## src/rtl/stream_packer.sv

```systemverilog
// stream_packer: packs a narrow symbol stream into wide words, first symbol
// in the MSBs. A packet ending mid-word is flushed left-aligned and
// zero-padded, with out_count giving the number of valid symbols.
//
// Handshake (both ports): a transfer happens on a rising clk edge where
// valid & ready are both 1. Once out_valid is raised, out_data/out_last/
// out_count hold stable until out_ready is seen. in_ready depends only on
// rst, out_valid and out_ready, never on in_valid/in_data/in_last.
module stream_packer #(
  parameter int IN_WIDTH  = 2,
  parameter int OUT_WIDTH = 8,
  localparam int RATIO    = OUT_WIDTH / IN_WIDTH,
  localparam int CNT_W    = $clog2(RATIO + 1)
) (
  input  logic                 clk,
  input  logic                 rst,
  input  logic                 in_valid,
  input  logic [IN_WIDTH-1:0]  in_data,
  input  logic                 in_last,
  output logic                 in_ready,
  output logic                 out_valid,
  output logic [OUT_WIDTH-1:0] out_data,
  output logic                 out_last,
  output logic [CNT_W-1:0]     out_count,
  input  logic                 out_ready
);

  // Reject geometries that cannot pack whole symbols into at least two slots.
  if ((OUT_WIDTH % IN_WIDTH) != 0 || (OUT_WIDTH / IN_WIDTH) < 2) begin : g_bad_params
    $error("stream_packer: OUT_WIDTH must be a multiple of IN_WIDTH with ratio >= 2");
  end

  localparam int PAD_W = OUT_WIDTH - IN_WIDTH;

  logic [OUT_WIDTH-1:0] acc;
  logic [CNT_W-1:0]     cnt;

  logic                 accept;
  logic                 word_done;
  logic                 out_taken;
  logic [OUT_WIDTH-1:0] sym_slot;
  logic [OUT_WIDTH-1:0] acc_merged;

  // Ready is freed either by an empty output register or by the downstream
  // taking the pending word this very cycle (allows bubble-free reload).
  always_comb begin
    in_ready  = ~rst & (~out_valid | out_ready);
    accept    = in_valid & in_ready;
    out_taken = out_valid & out_ready;
    word_done = (cnt == CNT_W'(RATIO - 1)) | in_last;
  end

  // Place the incoming symbol in slot cnt, counted from the MSB end. Slots at
  // and below cnt are always zero in acc, so OR-ing is a plain insert and the
  // unfilled lower slots of a flushed partial word come out zero.
  always_comb begin
    sym_slot   = {in_data, {PAD_W{1'b0}}} >> (32'(cnt) * IN_WIDTH);
    acc_merged = acc | sym_slot;
  end

  // Accumulator, slot counter and output register.
  always_ff @(posedge clk) begin
    if (rst) begin
      acc       <= '0;
      cnt       <= '0;
      out_valid <= 1'b0;
      out_data  <= '0;
      out_last  <= 1'b0;
      out_count <= '0;
    end else begin
      // Pending word leaves; a completing symbol below may reload it at once.
      if (out_taken) begin
        out_valid <= 1'b0;
      end
      if (accept) begin
        if (word_done) begin
          out_data  <= acc_merged;
          out_count <= cnt + CNT_W'(1);
          out_last  <= in_last;
          out_valid <= 1'b1;
          acc       <= '0;
          cnt       <= '0;
        end else begin
          acc <= acc_merged;
          cnt <= cnt + CNT_W'(1);
        end
      end
    end
  end

endmodule

```

## config.mk

```make
export PLATFORM = sky130hd
export DESIGN_NAME = stream_packer
export DESIGN_NICKNAME = d
export VERILOG_FILES = /design/src/rtl/stream_packer.sv
export SDC_FILE = /design/constraint.sdc
export NUM_CORES = 1
export LEC_CHECK = 0
export ABC_AREA = 0
export CORE_ASPECT_RATIO = 0.6
export CORE_MARGIN = 3
export CORE_UTILIZATION = 40
export CTS_CLUSTER_SIZE = 28
export DETAILED_ROUTE_END_ITERATION = 12
export GPL_ROUTABILITY_DRIVEN = 1
export PLACE_DENSITY_LB_ADDON = 0.08
export SETUP_SLACK_MARGIN = 0.02
export SLEW_MARGIN = 30
export SYNTH_ARGS = -nofsm -noshare
export SYNTH_HDL_FRONTEND = slang
export SYNTH_SLANG_ARGS = --single-unit
```

## constraint.sdc

```tcl
create_clock -name clk -period 1.64 [get_ports clk]
set_input_delay 0.41 -clock clk [delete_from_list [all_inputs] [get_ports clk]]
set_output_delay 0.41 -clock clk [all_outputs]
set_load 0.01 [all_outputs]
```

[Yosys cells after proc, flatten, opt, wreduce, memory -nomap -nowiden]
Cells that the tools add are included.
Cells by class
  $add $sub $neg: 1
  equal/unequal tests: 1
  shift-type cells: 1
  multiplexer cells: 5
  bitwise logic cells: 8
  reduce and logical (&&, ||, !) cells: 1
Operators with widths (count)
  two-way mux 8 bit: 1
  OR 8 bit: 1
  >> shifter 8 x 4 -> 8 bit: 1
  adder 3 x 1 -> 3 bit (second input constant): 1
  bitwise AND 1 bit: 3
  == test 3 x 2 -> 1 bit (second input constant): 1
  two-way mux 1 bit: 3
  two-way mux 3 bit: 1
  inverter 1 bit: 2
  OR 1 bit: 2
  AND reduction 2 bit: 1
Word-level totals
  flip-flop bits (word level): 24
  input port bits: 7

[Longest topological paths before layout]
  depth in word-level cells: 5
  mapped depth: 6

[Worst setup path after synthesis]
No wires, ideal clock.
  kind: reg2reg
  start point: reg cnt[1]
  end point: reg out_count[2]
  setup time: 136 ps
  arrival time: 1369 ps
  slack: 135 ps
  cell stages (with the launch flop): 7
  buffers on the path: 1
  path through: dfxtp_1 -> ha_1 -> ha_1 -> or2_1 -> clkbuf_1 -> a31oi_1 -> a211oi_2
Between the ends
  word-level cells in the longest chain between the ends: 3
  elaborated cells between the ends (all ways): 4
  classes of those cells: add/sub (1); eq/ne (1); bitwise (1); reduce/logical (1)
Ends and longest elaborated chain
  start: declaration: RTL line 36  | logic [CNT_W-1:0] cnt;
  start signal: assignment: RTL line 85  | cnt <= cnt + CNT_W'(1);
  == test 3 x 2 -> 1 bit: RTL line 50  | word_done = (cnt == CNT_W'(RATIO - 1)) | in_last;
  OR 1 bit: RTL line 50
  AND reduction 2 bit (no source line)
  end signal: assignment: RTL line 78  | out_count <= cnt + CNT_W'(1);
  end: declaration: RTL line 24  | output logic [CNT_W-1:0] out_count,
Several ways; a longest one is shown, not always the timed one.
A chain may end at the register's enable or synchronous reset.

[Worst setup path after layout]
  start point: reg out_data[2]
  end point: out out_data[2]
RTL lines
  start: declaration: RTL line 22  | output logic [OUT_WIDTH-1:0] out_data,
  start signal: assignment: RTL line 77  | out_data <= acc_merged;
No word-level cell between the ends.

==> results by group <==
Clock tree
  • Clock transition at path regs: 80 ps
  • Cts hold-fix bufs: 0
  • CTS tree: yes
  • Deepest clock path buffer count: 2
  • Clock sink count: 24
  • Latest clock arrival within the worst-skew pair: 270 ps
  • CTS root buf: clkbuf_8
  • CTS H-Tree Depth: 1
  • TritonCTS Buffers: 3

Placed design
  • Dpl cells: 171
  • GP Congestion: 0.806
  • Placed cell area: 1390 um^2
  • Detailed Place HPWL: 1960 um
  • Place WS: -340 ps
  • Port Buf Inserts: 20

Drt
  • Routed Antenna Nets: 0
  • DR vias/cell: 5.61
  • DRT Pass-1 Iters: 4
  • Final WL: 2670 um
  • Drt first-iter violations: 105
  • Vias: 981
  • WL per Instance: 15.3 um
  • DR DRC count: 0

Die
  • Initial Util: 45.5%
  • Row cnt: 13
  • Die W: 72.6 um
  • Placeable Area: 2340 um^2
  • Die Span Y: 46.0 um
  • Die area: 3340 um^2
  • I/O Pins: 21

Synth
  • Post-synth EDFFs: 0
  • Netlist cell types: 28
  • Cell Area, Synth: 1070 um^2
  • Mean Syn Cell Area: 9.52 um^2
  • Post-synthesis cell count: 112
  • Ys async rst share: 0%
  • Syn. warnings: 0
  • Syn nets: 121
  • Sequential area share after synthesis: 45.1%
  • FF+latch count, synth: 24
  • Synth Flop Type: dfxtp_1

Layout
  • Share of layout cells above drive strength 1: 24.1%
  • Final instance area: 1470 um^2
  • Area delta synth->final: 38.0%
  • Final core occ: 62.8%
  • Number of diodes: 0
  • Cell Count, Final, Fillers Out: 175
  • Fin nets: 155
  • # fillers: 196

Worst setup path
  • CP max stage cell: clkdlybuf4s50_1
  • Reg-to-reg slack, setup: 70 ps
  • Crit path kind: reg -> out
  • Worst-path fanout max: 2
  • Worst setup startpoint: out_data[2]
  • CP peak stage delay: 540 ps
  • Crit-path leading delay family: buffers and inverters
  • Required @ worst endpoint: 1230 ps
  • Setup crit end kind: primary output
  • Worst r2r src: cnt[0]
  • CP Depth: 1
  • Crit-path cells: clkdlybuf4s50_1
  • R2R depth: 6
  • Critical path startpoint category: register
  • Arr. time, crit path: 1170 ps
  • Worst Path Buf+Inv: 1

Timing
  • Post-layout minimum cycle time: 1580 ps
  • Final setup vio count: 0
  • Tcrit/Tclk final: 96.2%
  • WHS: 478 ps
  • Final hold violations: 0
  • Final worst slack: 62.1 ps
  • Pins Over Slew Limit: 0
  • Max_slew headroom: 73.5%
  • Tightest Pin Transition: 393 ps
  • Fmax: 634 MHz
  • Max Clock Skew: 4.55 ps
  • Setup TNS: 0 ps

Run
  • Max cap viols: 0

GRT
  • Vias in the first global route: 870
  • Pin count of the biggest net entering global routing: 22
  • GRT overflow: 0
  • First-pass GRT wire length: 4330 um
  • Initial antenna violation count: 0
  • GRT Total Usage: 17.2%

Status
  • Run status: finished clean

Worst hold path
  • Min-delay src: acc[2]
  • WHS Path Cells: 2
  • Worst hold path class: reg -> reg

Power and ir drop
  • VDD IR max: 0.000619 V
  • Power Total: 1.22 mW
  • Leakage: 0.546 nW
  • Pwr Density: 829 nW/um^2
## flip-flops by register name (all words and copies together), names as in the netlist
register	flops
out_count	3
cnt	3
out_last	1
out_valid	1
acc	8
out_data	8
## cell usage after synthesis (all sizes together), types with 2 or more instances
cell,number,area share (%)
a211oi,9,7.7
and2,2,1.2
ha,2,2.3
nor4bb,2,1.9
and4bb,2,2.3
a41oi,2,1.6
nor2b,4,2.6
buf,6,4.6
inv,2,0.70
nand2b,3,1.8
a21oi,6,2.8
nor4b,2,1.6
nor2,16,5.6
a31oi,15,8.8
nand3,2,0.94
clkbuf,3,1.1
o21ai,3,1.4
dfxtp,24,45
## placed cells by master (no fill, tap or decap), drive strengths merged, types with 3 or more instances in the layout
cell type,instances
a211oi,9
a21oi,6
a31oi,15
buf,19
clkbuf,4
clkdlybuf4s50,18
dfxtp,24
nand2b,3
nor2,16
nor2b,4
o21ai,3
## logic make-up (layout without fill, tap and decap cells)
family,Yosys count,count (layout),synth area share [%]
flops,24,24,45.1
simple gates,36,36,20.2
mux,2,2,2.00
buf+inv,11,44,6.34
fa+ha+maj,2,2,2.35
compound gates,37,37,24.1
## metal layers
| layer | up-vias | wire [um] | GRT usage (%) |
|---|---|---|---|
| met5 | - | 0 | 0 |
| met4 | 0 | 19 | 4.41 |
| li1 | 481 | - | - |
| met1 | 468 | 1340 | 25.2 |
| met3 | 3 | 179 | 4.85 |
| met2 | 29 | 1130 | 24.6 |
## what timing repair did
item	in CTS	in global routing
setup endpoints to repair	1	5
buffers inserted	0	0
gates resized for setup	4	7
## worst min-delay path, cell delays in order, from the launching register on
cell and delay, ps:
dfxtp_1 330, a31oi_1 40, nor2_1 70
## power breakdown
| part | leakage, nW | switching (mW) | total (mW) | internal [mW] |
|---|---|---|---|---|
| Sequential | 0.195 | 0.0115 | 0.616 | 0.604 |
| Clock | 0.0288 | 0.182 | 0.397 | 0.214 |
| Combinational | 0.322 | 0.0956 | 0.207 | 0.111 |
| Total | 0.546 | 0.290 | 1.22 | 0.930 |
## final timing paths
kind,to
setup reg to reg,out_count[2]
hold reg to reg,acc[2]
hold / removal,acc[2]
setup / recovery,out_data[2]
## cell type report
cell class | count | area (um^2) | share of cell area (%)
sequential | 24 | 480 | 32.7
timing repair buffer | 38 | 349 | 23.7
clock buffer | 4 | 55.1 | 3.74
tap | 30 | 37.5 | 2.55
multi-input combinational | 77 | 542 | 36.8
inverter | 2 | 7.51 | 0.510
No activity file was read; power rests on OpenSTA's default activity.
